`config.mk`:
```
export PLATFORM = sky130hd
export DESIGN_NAME = fact_ctrl_flat
export DESIGN_NICKNAME = d
export VERILOG_FILES = /design/src/rtl/fact_pkg.sv /design/src/rtl/fact_ctrl_if.sv /design/src/rtl/fact_fsm.sv /design/src/rtl/fact_ctrl.sv /design/src/flat_wrapper.sv
export SDC_FILE = /design/constraint.sdc
export NUM_CORES = 1
export LEC_CHECK = 0
export CAP_MARGIN = 10
export CORE_MARGIN = 2
export CORE_UTILIZATION = 37
export DETAILED_ROUTE_END_ITERATION = 10
export PLACE_DENSITY = 0.82
export SYNTH_ARGS = -nofsm -noshare
export SYNTH_HDL_FRONTEND = slang
export SYNTH_SLANG_ARGS = --single-unit
```
`constraint.sdc`:
```
create_clock -name clk -period 2 [get_ports clk]
set_input_delay 0.2 -clock clk [delete_from_list [all_inputs] [get_ports clk]]
set_output_delay 0.2 -clock clk [all_outputs]
set_load 0.01 [all_outputs]
```
`src/rtl/fact_pkg.sv`:
```
// Shared definitions for the factorial accelerator front-end: FSM state
// encoding, register window offsets and the largest operand that fits.
`timescale 1ns/1ps
package fact_pkg;

  typedef enum logic [2:0] {
    IDLE  = 3'd0,
    CHECK = 3'd1,
    LOAD  = 3'd2,
    CALC  = 3'd3,
    DONE  = 3'd4
  } fact_state_t;

  localparam logic [1:0] OFF_N      = 2'd0;
  localparam logic [1:0] OFF_GO     = 2'd1;
  localparam logic [1:0] OFF_STATUS = 2'd2;
  localparam logic [1:0] OFF_RESULT = 2'd3;

  // 13! no longer fits in 32 bits; the datapath flags anything above this.
  localparam int FACT_MAX_N = 12;

endpackage

```
`src/rtl/fact_ctrl_if.sv`:
```
// CPU-side register bus for the factorial window: write strobe, word
// offset, write data and the combinational read data.
`timescale 1ns/1ps
interface fact_ctrl_if #(
  parameter int DATA_W = 32
);
  logic              we;
  logic [1:0]        a;
  logic [DATA_W-1:0] wd;
  logic [DATA_W-1:0] rd;

  modport master (output we, output a, output wd, input rd);
  modport slave  (input we, input a, input wd, output rd);
endinterface

```
`src/rtl/fact_fsm.sv`:
```
// Sequencer for the external iterative-multiply datapath. Produces the
// datapath strobes plus single-cycle pulses telling the register file when
// a run starts, when it fails the range check and when the result is ready.
`timescale 1ns/1ps
module fact_fsm
  import fact_pkg::*;
(
  input  logic clk,
  input  logic rst,
  input  logic i_go,
  input  logic dp_gt,
  input  logic dp_err,
  output logic o_busy,
  output logic dp_load_cnt,
  output logic dp_en_cnt,
  output logic dp_load_reg,
  output logic dp_sel,
  output logic o_start,
  output logic o_set_err,
  output logic o_set_done
);

  fact_state_t r_state;
  fact_state_t w_state_next;

  // State register; reset aborts any run in progress.
  always_ff @(posedge clk or posedge rst) begin
    if (rst) begin
      r_state <= IDLE;
    end else begin
      r_state <= w_state_next;
    end
  end

  // Next-state and strobe decode; only CALC looks at dp_gt for its strobes.
  always_comb begin
    w_state_next = r_state;
    dp_load_cnt  = 1'b0;
    dp_en_cnt    = 1'b0;
    dp_load_reg  = 1'b0;
    dp_sel       = 1'b0;
    o_start      = 1'b0;
    o_set_err    = 1'b0;
    o_set_done   = 1'b0;
    case (r_state)
      IDLE: begin
        if (i_go) begin
          w_state_next = CHECK;
          o_start      = 1'b1;
        end
      end
      CHECK: begin
        if (dp_err) begin
          w_state_next = IDLE;
          o_set_err    = 1'b1;
        end else begin
          w_state_next = LOAD;
        end
      end
      LOAD: begin
        // counter <= N, product <= 1
        dp_load_cnt  = 1'b1;
        dp_load_reg  = 1'b1;
        dp_sel       = 1'b0;
        w_state_next = CALC;
      end
      CALC: begin
        if (dp_gt) begin
          dp_load_reg = 1'b1;
          dp_sel      = 1'b1;
          dp_en_cnt   = 1'b1;
        end else begin
          w_state_next = DONE;
        end
      end
      DONE: begin
        o_set_done   = 1'b1;
        w_state_next = IDLE;
      end
      default: begin
        w_state_next = IDLE;
      end
    endcase
  end

  assign o_busy = (r_state != IDLE);

endmodule

```
`src/rtl/fact_ctrl.sv`:
```
// Register front-end of the factorial accelerator: owns N, RESULT and the
// sticky done/err status, decodes CPU writes and drives the read mux.
`timescale 1ns/1ps
module fact_ctrl
  import fact_pkg::*;
#(
  parameter int DATA_W = 32,
  parameter int N_W    = 4
) (
  input  logic              clk,
  input  logic              rst,
  fact_ctrl_if.slave        bus,
  output logic [N_W-1:0]    dp_n,
  output logic              dp_load_cnt,
  output logic              dp_en_cnt,
  output logic              dp_load_reg,
  output logic              dp_sel,
  input  logic              dp_gt,
  input  logic              dp_err,
  input  logic [DATA_W-1:0] dp_product,
  output logic              busy,
  output logic              done,
  output logic              err
);

  logic [N_W-1:0]    r_n;
  logic [DATA_W-1:0] r_result;
  logic              r_done;
  logic              r_err;

  logic w_busy;
  logic w_go_wr;
  logic w_n_wr;
  logic w_start;
  logic w_set_err;
  logic w_set_done;
  logic w_unused_wd;

  // A GO request is only acted on by the FSM when it is idle.
  assign w_go_wr = bus.we && (bus.a == OFF_GO) && bus.wd[0];
  // N is frozen while a run is in flight so the datapath operand is stable.
  assign w_n_wr  = bus.we && (bus.a == OFF_N) && !w_busy;

  assign w_unused_wd = ^bus.wd[DATA_W-1:N_W];

  fact_fsm u_fsm (
    .clk         (clk),
    .rst         (rst),
    .i_go        (w_go_wr),
    .dp_gt       (dp_gt),
    .dp_err      (dp_err),
    .o_busy      (w_busy),
    .dp_load_cnt (dp_load_cnt),
    .dp_en_cnt   (dp_en_cnt),
    .dp_load_reg (dp_load_reg),
    .dp_sel      (dp_sel),
    .o_start     (w_start),
    .o_set_err   (w_set_err),
    .o_set_done  (w_set_done)
  );

  // Operand register, writable only between runs.
  always_ff @(posedge clk or posedge rst) begin
    if (rst) begin
      r_n <= '0;
    end else if (w_n_wr) begin
      r_n <= bus.wd[N_W-1:0];
    end
  end

  // Result capture on the DONE cycle; held across error runs.
  always_ff @(posedge clk or posedge rst) begin
    if (rst) begin
      r_result <= '0;
    end else if (w_set_done) begin
      r_result <= dp_product;
    end
  end

  // Sticky status: cleared by an accepted GO, set by run outcome.
  always_ff @(posedge clk or posedge rst) begin
    if (rst) begin
      r_done <= 1'b0;
      r_err  <= 1'b0;
    end else if (w_start) begin
      r_done <= 1'b0;
      r_err  <= 1'b0;
    end else begin
      if (w_set_done) r_done <= 1'b1;
      if (w_set_err)  r_err  <= 1'b1;
    end
  end

  // Combinational read mux over the four-word window.
  always_comb begin
    bus.rd = '0;
    case (bus.a)
      OFF_N:      bus.rd = {{(DATA_W-N_W){1'b0}}, r_n};
      OFF_GO:     bus.rd = {{(DATA_W-1){1'b0}}, w_busy};
      OFF_STATUS: bus.rd = {{(DATA_W-2){1'b0}}, r_err, r_done};
      OFF_RESULT: bus.rd = r_result;
      default:    bus.rd = '0;
    endcase
  end

  assign dp_n = r_n;
  assign busy = w_busy;
  assign done = r_done;
  assign err  = r_err;

endmodule

```
`src/flat_wrapper.sv`:
```
// flat-port wrapper written by rule: the top's interface ports become plain ports
module fact_ctrl_flat import fact_pkg::*;
#(
  parameter int DATA_W = 32,
  parameter int N_W    = 4
)
  (clk, rst, dp_n, dp_load_cnt, dp_en_cnt, dp_load_reg, dp_sel, dp_gt, dp_err, dp_product, busy, done, err, bus_we, bus_a, bus_wd, bus_rd);
  fact_ctrl_if #(.DATA_W(DATA_W)) bus_i ();
  input  logic clk;
  input  logic rst;
  output logic [N_W-1:0] dp_n;
  output logic dp_load_cnt;
  output logic dp_en_cnt;
  output logic dp_load_reg;
  output logic dp_sel;
  input  logic dp_gt;
  input  logic dp_err;
  input  logic [DATA_W-1:0] dp_product;
  output logic busy;
  output logic done;
  output logic err;
  input wire logic [$bits(bus_i.we)-1:0] bus_we;
  input wire logic [$bits(bus_i.a)-1:0] bus_a;
  input wire logic [$bits(bus_i.wd)-1:0] bus_wd;
  output wire logic [$bits(bus_i.rd)-1:0] bus_rd;
  assign bus_i.we = bus_we;
  assign bus_i.a = bus_a;
  assign bus_i.wd = bus_wd;
  assign bus_rd = bus_i.rd;
  fact_ctrl #(.DATA_W(DATA_W), .N_W(N_W)) u_core (.clk(clk), .rst(rst), .bus(bus_i), .dp_n(dp_n), .dp_load_cnt(dp_load_cnt), .dp_en_cnt(dp_en_cnt), .dp_load_reg(dp_load_reg), .dp_sel(dp_sel), .dp_gt(dp_gt), .dp_err(dp_err), .dp_product(dp_product), .busy(busy), .done(done), .err(err));
endmodule
```
==> results of run 1 <==
[power by group]
part	internal (W)	leakage [nW]	switching, W
combinational	0.000830	0.842	0.000474
clock	0.000248	0.0395	0.000256
sequential	0.00119	0.514	0.000180
total	0.00226	1.40	0.000909
[final timing paths]
| kind | endpoint | slack (ns) |
|---|---|---|
| min in group clk | u_core.r_result[25]$_DFFE_PP0N_ | 0.49 |
| setup reg to reg | u_core.r_result[10]$_DFFE_PP0N_ | 0.45 |
| max in group asynchronous | u_core.r_result[25]$_DFFE_PP0N_ | 1.35 |
| hold reg to reg | u_core.r_result[25]$_DFFE_PP0N_ | 0.49 |
| setup / recovery | bus_rd[0] | 0.05 |
| hold / removal | u_core.r_result[17]$_DFFE_PP0N_ | 0.16 |
[metrics by stage]
step | setup TNS, ns | util, % | hold slack [ns]
after floorplan | 0 | - | 0.335
after global placement | -0.0448 | 59.9 | 0.459
after detailed placement | -0.0819 | 59.9 | 0.468
after CTS | 0 | 61.6 | 0.156
after global routing | -0.0496 | 62.1 | 0.180
final | 0 | 62.1 | 0.155
[placed cells by master (no fill, tap or decap)]
| master | n |
|---|---|
| a22o_1 | 3 |
| a22oi_1 | 1 |
| and2_1 | 1 |
| and3_1 | 28 |
| buf_12 | 3 |
| buf_4 | 10 |
| clkbuf_1 | 3 |
| clkbuf_8 | 5 |
| clkdlybuf4s50_1 | 80 |
| clkinv_1 | 1 |
| dfrtp_1 | 41 |
| dlygate4sd2_1 | 2 |
| dlymetal6s2s_1 | 3 |
| inv_1 | 2 |
| mux2_1 | 2 |
| mux2_2 | 35 |
| mux4_2 | 1 |
| nand2_1 | 1 |
| nand2b_1 | 3 |
| nand3_1 | 1 |
| nand4b_1 | 2 |
| nor2_1 | 5 |
| nor2b_1 | 1 |
| nor3_4 | 1 |
| nor3b_1 | 1 |
| nor3b_4 | 1 |
| o21ai_0 | 3 |
| o31ai_1 | 2 |
[kinds of logic (layout without fill, tap and decap cells)]
group / count (synthesis) / in the layout / synth area share, %
mux: 38 / 38 / 23.3
compound gates: 9 / 9 / 3.38
flops: 41 / 41 / 54.4
buf+inv: 15 / 109 / 3.92
simple gates: 45 / 45 / 15.0
[cell type report]
class                   instances  share of cell area, %
multi-input cells              92                   26.7
well taps                      67                   2.80
inverters                       3                  0.377
repair buffers                 98                   33.2
flip-flops and latches         41                   34.3
clock buffers                   8                   2.68
[flip-flops by register name (all words and copies together) (netlist names)]
| signal | count |
|---|---|
| u_core.dp_n | 4 |
| u_core.done | 1 |
| u_core.r_result | 32 |
| u_core.u_fsm.r_state | 3 |
| u_core.err | 1 |
[worst max-delay path: cells and delay by family, from the launching register on]
family,cells,cell delay (ns)
multiplexers,1,0.46
AND/OR/NAND/NOR,1,0.22
buffers and inverters,2,0.38
flip-flops,1,0.41
[repair_timing]
action                     in CTS  in global routing
resized for setup               3                  4
gates cloned                    0                  0
pin swaps                       1                  0
setup endpoints to repair       5                 16
setup buffers                   0                  1
[per-layer routing]
metal	vias to the layer above	track usage, %
met4	0	5.65
met5	-	0
met2	43	28.5
met3	7	6.08
met1	744	18.6
li1	711	-
==> results.toml, run 1 <==
[outcome]
status = "finished clean"

[synth]
synth-async-reset-ratio_pct = 100
synth_edf_count = 0
ys_warn_count = 0
synth_top_area_share_pct = 54.4
synth_cell_types = 23
yosysTopAreaCell = "dfrtp_1"
syn_nets = 219
ys_top_cells_by_area = "dfrtp_1 (54%), mux2_2 (21%), and3_1 (9.3%)"
synth_area_sq_um = 1890
ys.flop_type = "dfrtp_1"
ys_seq_elements = 41
syn_avg_cell_area_sq_um = 12.7
synth_common_cells = "dfrtp_1 (41), mux2_2 (35), and3_1 (28), clkbuf_1 (6), nor2_1 (5)"
syn_inst = 148
seq_area_frac_synth_pct = 54.4
synth_most_common_cell = "dfrtp_1"

[global_route]
grt-ovfl-total = 0
grt_usage_pct = 16.4
grt_pass1_vias = 1552
antenna_found_initial = 0
grt_pass1_wl_um = 7000
grt_start_max_net_pins = 34

[die]
initial_core_util_pct = 39.1
die_area_sq_um = 5680
die_width_um = 75.4
die_h_um = 75.4
ios = 114
core_sq_um = 4820
rows = 25

[clocking]
cts_tree = "done"
cts_made_buffers = 5
cts_hold_buf = 0
ctsHtreeMaxLevel = 2
cts.sink_count = 41
clk_latency_ns = 0.29
clockBufferDepth = 2
clkTransAtPathRegs_ns = 0.08
cts_root_buf = "clkbuf_8"

[sta]
rsz0062_at_grt = "true"
finalHoldViolCount = 0
slew_headroom_pct = 73.3
finalCriticalPeriod_ns = 1.95
finalClockSkew_ns = 0.00759
layout_setup_ws_ns = 0.0451
maxSlewViolCount = 0
worstMarginPinSlew_ns = 0.399
finalSetupViolCount = 0
fin_crit_sh_pct = 97.7
max_freq_mhz = 512

[route]
viasPerCell = 4.87
drc = 0
drt_iter0_drc = 46
post_drt_wl_per_cell_um = 14.0
drt_wl_total_um = 4330
dr_wl_met3_um = 286
wl_met1_um = 1700
vias = 1505
top_layer = "met4"
ant_nets = 0
met2_length_um = 2290
firstDrtPassIters = 4

[worst_setup_path]
cp-startpoint = "u_core.u_fsm.r_state[2]$_DFFE_PP0P_"
critPathMaxStageDelay_ns = 0.46
arrival_ns = 1.75
critPathKind = "reg -> out"
crit_path_start_kind = "flop"
worstSetupEndpointType = "output port"
crit_path_max_fanout = 2
ff2ff_path_depth = 4
slowest_stage = "mux4_2"
required_ns = 1.80
worstPathCellList = "nor3_4 -> inv_1 -> mux4_2 -> dlygate4sd2_1"
regToRegStartpoint = "u_core.u_fsm.r_state[0]$_DFFE_PP0P_"

[finish]
area_delta_synth_final_pct = 58.5
stdcell_count = 309
drive_gt1_share_pct = 23.1
n_fill_cell = 450
insertedDiodeCount = 0
multi_input_area_sq_um = 797
finalNetCount = 312
design_area_sq_um = 2990
seqCellArea_sq_um = 1030

[power]
leakagePower_nw = 1.40
p_per_area_nw_per_um2 = 1060
total_power_w = 0.00317
peakVddDrop_uv = 531

[placed_design]
gp_congestion = 0.825
dp.cells = 300
port-buffer-count = 85
pre_cts_ws_ns = -0.0575
dp_hpwl_um = 3290
place_area_sq_um = 2890

[worst_hold_path]
hold_path.class = "in -> async"

[flow_run]
max_cap_violations = 0
(Power assumes the default switching activity.)
==> inputs of run 2 (changes only) <==
--- a/config.mk
+++ b/config.mk
@@ -10,6 +10,8 @@
 export CORE_UTILIZATION = 37
 export DETAILED_ROUTE_END_ITERATION = 10
 export PLACE_DENSITY = 0.82
+export REMOVE_ABC_BUFFERS = 1
 export SYNTH_ARGS = -nofsm -noshare
 export SYNTH_HDL_FRONTEND = slang
+export SYNTH_HIERARCHICAL = 1
 export SYNTH_SLANG_ARGS = --single-unit
==> run 2 against run 1 <==
Compared with the run above:
- clock skew fell by 0.0026 ns
- critical path depth fell by 1
- global-route usage rose by 1.1 points
- clock-buffer cell count fell by 1
- sequential power barely moved
- cell count rose by 1.3%
- area after synthesis fell by 0.33%
- sequential share of layout area fell by 0.11 points
- maximum frequency rose by 2.3%
- hold slack got worse by 0.012 ns
==> results.toml, run 2 <==
[clocking]
clk_latency_ns = 0.28
cts_tree = "done"
ctsHtreeMaxLevel = 2
clkTransAtPathRegs_ns = 0.07
cts.sink_count = 41
cts_made_buffers = 5
post_cts_buffers = 0
cts_root_buf = "clkbuf_8"
clockBufferDepth = 2

[worst_setup_path]
crit_path_start_kind = "flop"
arrival_ns = 1.71
crit_path_max_fanout = 2
worstSetupEndpointType = "output port"
required_ns = 1.80
critPathKind = "reg -> out"

[placed_design]
dp.cells = 306
gp_congestion = 0.771
place_area_sq_um = 2900
port-buffer-count = 85
dp_hpwl_um = 3470

[flow_run]
max_cap_violations = 0

[route]
firstDrtPassIters = 4
drc = 0
drt_iter0_drc = 52
vias = 1524
drt_wl_total_um = 4480
post_drt_wl_per_cell_um = 14.3
ant_nets = 0
viasPerCell = 4.87

[global_route]
grtUsageMet1_pct = 21.3
top_usage_layer = "met2"
grt_usage_pct = 17.5
met3_usage_pct = 4.95
grt_start_max_net_pins = 24
grt_pass1_vias = 1581
grt_pass1_wl_um = 7420
antenna_found_initial = 0
grt-ovfl-total = 0
met2_usage_pct = 30.4

[finish]
n_fill_cell = 437
stdcell_count = 313
design_area_sq_um = 3000
area_delta_synth_final_pct = 59.6
drive_gt1_share_pct = 27.2
fin_util_pct = 62.3
seqCellArea_sq_um = 1030
top_register = "u_core/r_result"
largest_reg_flops = 32
layout_common_cells = "clkdlybuf4s50_1 (77), dfrtp_1 (41), mux2_2 (37)"
finalNetCount = 317
multi_input_area_sq_um = 805
insertedDiodeCount = 0
final_common_cell = "clkdlybuf4s50_1"

[power]
intPower_w = 0.00234
total_power_w = 0.00327
leakagePower_nw = 1.44
pwr-share-clk_pct = 16.1
peakVddDrop_uv = 557
p_switching_w = 0.000930
sequentialPowerShare_pct = 42.8
swShare_pct = 28.4
pwr-share-comb_pct = 41.2
p_per_area_nw_per_um2 = 1090

[sta]
fin_crit_sh_pct = 95.5
finalSetupViolCount = 0
slew_headroom_pct = 68.8
maxSlewViolCount = 0
finalClockSkew_ns = 0.00504
setup_tns_ns = 0
rsz0062_at_grt = "false"
finalHoldViolCount = 0
finalCriticalPeriod_ns = 1.91
worstMarginPinSlew_ns = 0.467
max_freq_mhz = 524

[worst_hold_path]
hold_path.class = "in -> async"

[synth]
seq_area_frac_synth_pct = 54.6
synth_edf_count = 0
synth_most_common_cell = "dfrtp_1"
ys.flop_type = "dfrtp_1"
synth_area_sq_um = 1880
syn_inst = 147
ys_seq_elements = 41
synth-async-reset-ratio_pct = 100
yosysTopAreaCell = "dfrtp_1"
synth_common_cells = "dfrtp_1 (41), mux2_2 (37), and3_1 (28), nor2_1 (8)"
syn_avg_cell_area_sq_um = 12.8
ys_top_cells_by_area = "dfrtp_1 (55%), mux2_2 (22%), and3_1 (9.3%)"
synth_top_area_share_pct = 54.6
synth_cell_types = 22
ys_warn_count = 6

[die]
die_width_um = 75.3
die_h_um = 75.3
die_area_sq_um = 5670
initial_core_util_pct = 39.0
core_sq_um = 4820
ios = 114
rows = 25

[outcome]
status = "finished clean"
run 2: changes by cell type in the layout (fill, tap and decap cells not counted), sizes merged, moves of 2 or more:
cell           change
nand4b             -2
o21ai              -2
nor2               +3
o31ai              -2
clkdlybuf4s50      -3
buf                +6
run 2: through the flow:
stage | setup WS [ns] | hold WS (ns)
floorplan | -1.45 | -0.0464
global placement | -0.0691 | 0.439
finish | 0.0899 | 0.143
detailed placement | -0.0735 | 0.430
global route | 0.00247 | 0.153
CTS | 0.0255 | 0.129
run 2: cells by family after synthesis:
kind of cell	count (synthesis)	synth area share (%)
multiplexers	38	23.6
AO/OA/AOI/OAI	5	2.00
flip-flops	41	54.6
buffers and inverters	13	3.13
AND/OR/NAND/NOR	50	16.7
run 2: power by group through the flow:
stage / clock, W / sequential [W] / combinational (W)
detailed placement: 0 / 0.00142 / 0.00138
global route: 0.000597 / 0.00144 / 0.00147
finish: 0.000527 / 0.00140 / 0.00135
CTS: 0.000550 / 0.00140 / 0.00136
global placement: 0 / 0.00140 / 0.00135
floorplan: 0 / 0.00141 / 0.000659
run 2: final timing paths:
kind,cells after the start,to,startpoint,slack (ns)
hold reg to reg,1,u_core/r_result[10]$_DFFE_PP0P_,u_core/r_result[10]$_DFFE_PP0P_,0.50
max in group asynchronous,3,u_core/err$_DFFE_PP0P_,rst,1.15
setup / recovery,3,bus_rd[0],u_core/u_fsm/r_state[1]$_DFFE_PP0P_,0.09
setup reg to reg,4,u_core/dp_n[3]$_DFFE_PP0P_,u_core/u_fsm/r_state[1]$_DFFE_PP0P_,0.24
min in group clk,1,u_core/r_result[10]$_DFFE_PP0P_,u_core/r_result[10]$_DFFE_PP0P_,0.50
hold / removal,2,u_core/u_fsm/r_state[2]$_DFFE_PP0P_,rst,0.14
run 2: routing by layer:
| layer | up-vias | wire length (um) |
|---|---|---|
| met2 | 43 | 2340 |
| met5 | - | 0 |
| met3 | 2 | 244 |
| met4 | 0 | 17 |
| met1 | 758 | 1890 |
| li1 | 721 | - |
run 2: worst max-delay path: stages, from the launching register on:
cell and delay (ns):
dfrtp_1 0.39, or3_1 0.40, mux4_1 0.50, buf_2 0.15
run 2: cell type report:
cell class	instances	area share [%]
inverter	2	0.250
tap	67	2.80
multi-input combinational	93	26.8
sequential	41	34.2
timing repair buffer	103	33.0
clock buffer	7	2.88
run 2: timing repair:
action,in CTS,in global routing
setup endpoints to repair,4,8
resized for setup,7,7
hold buffers,0,0
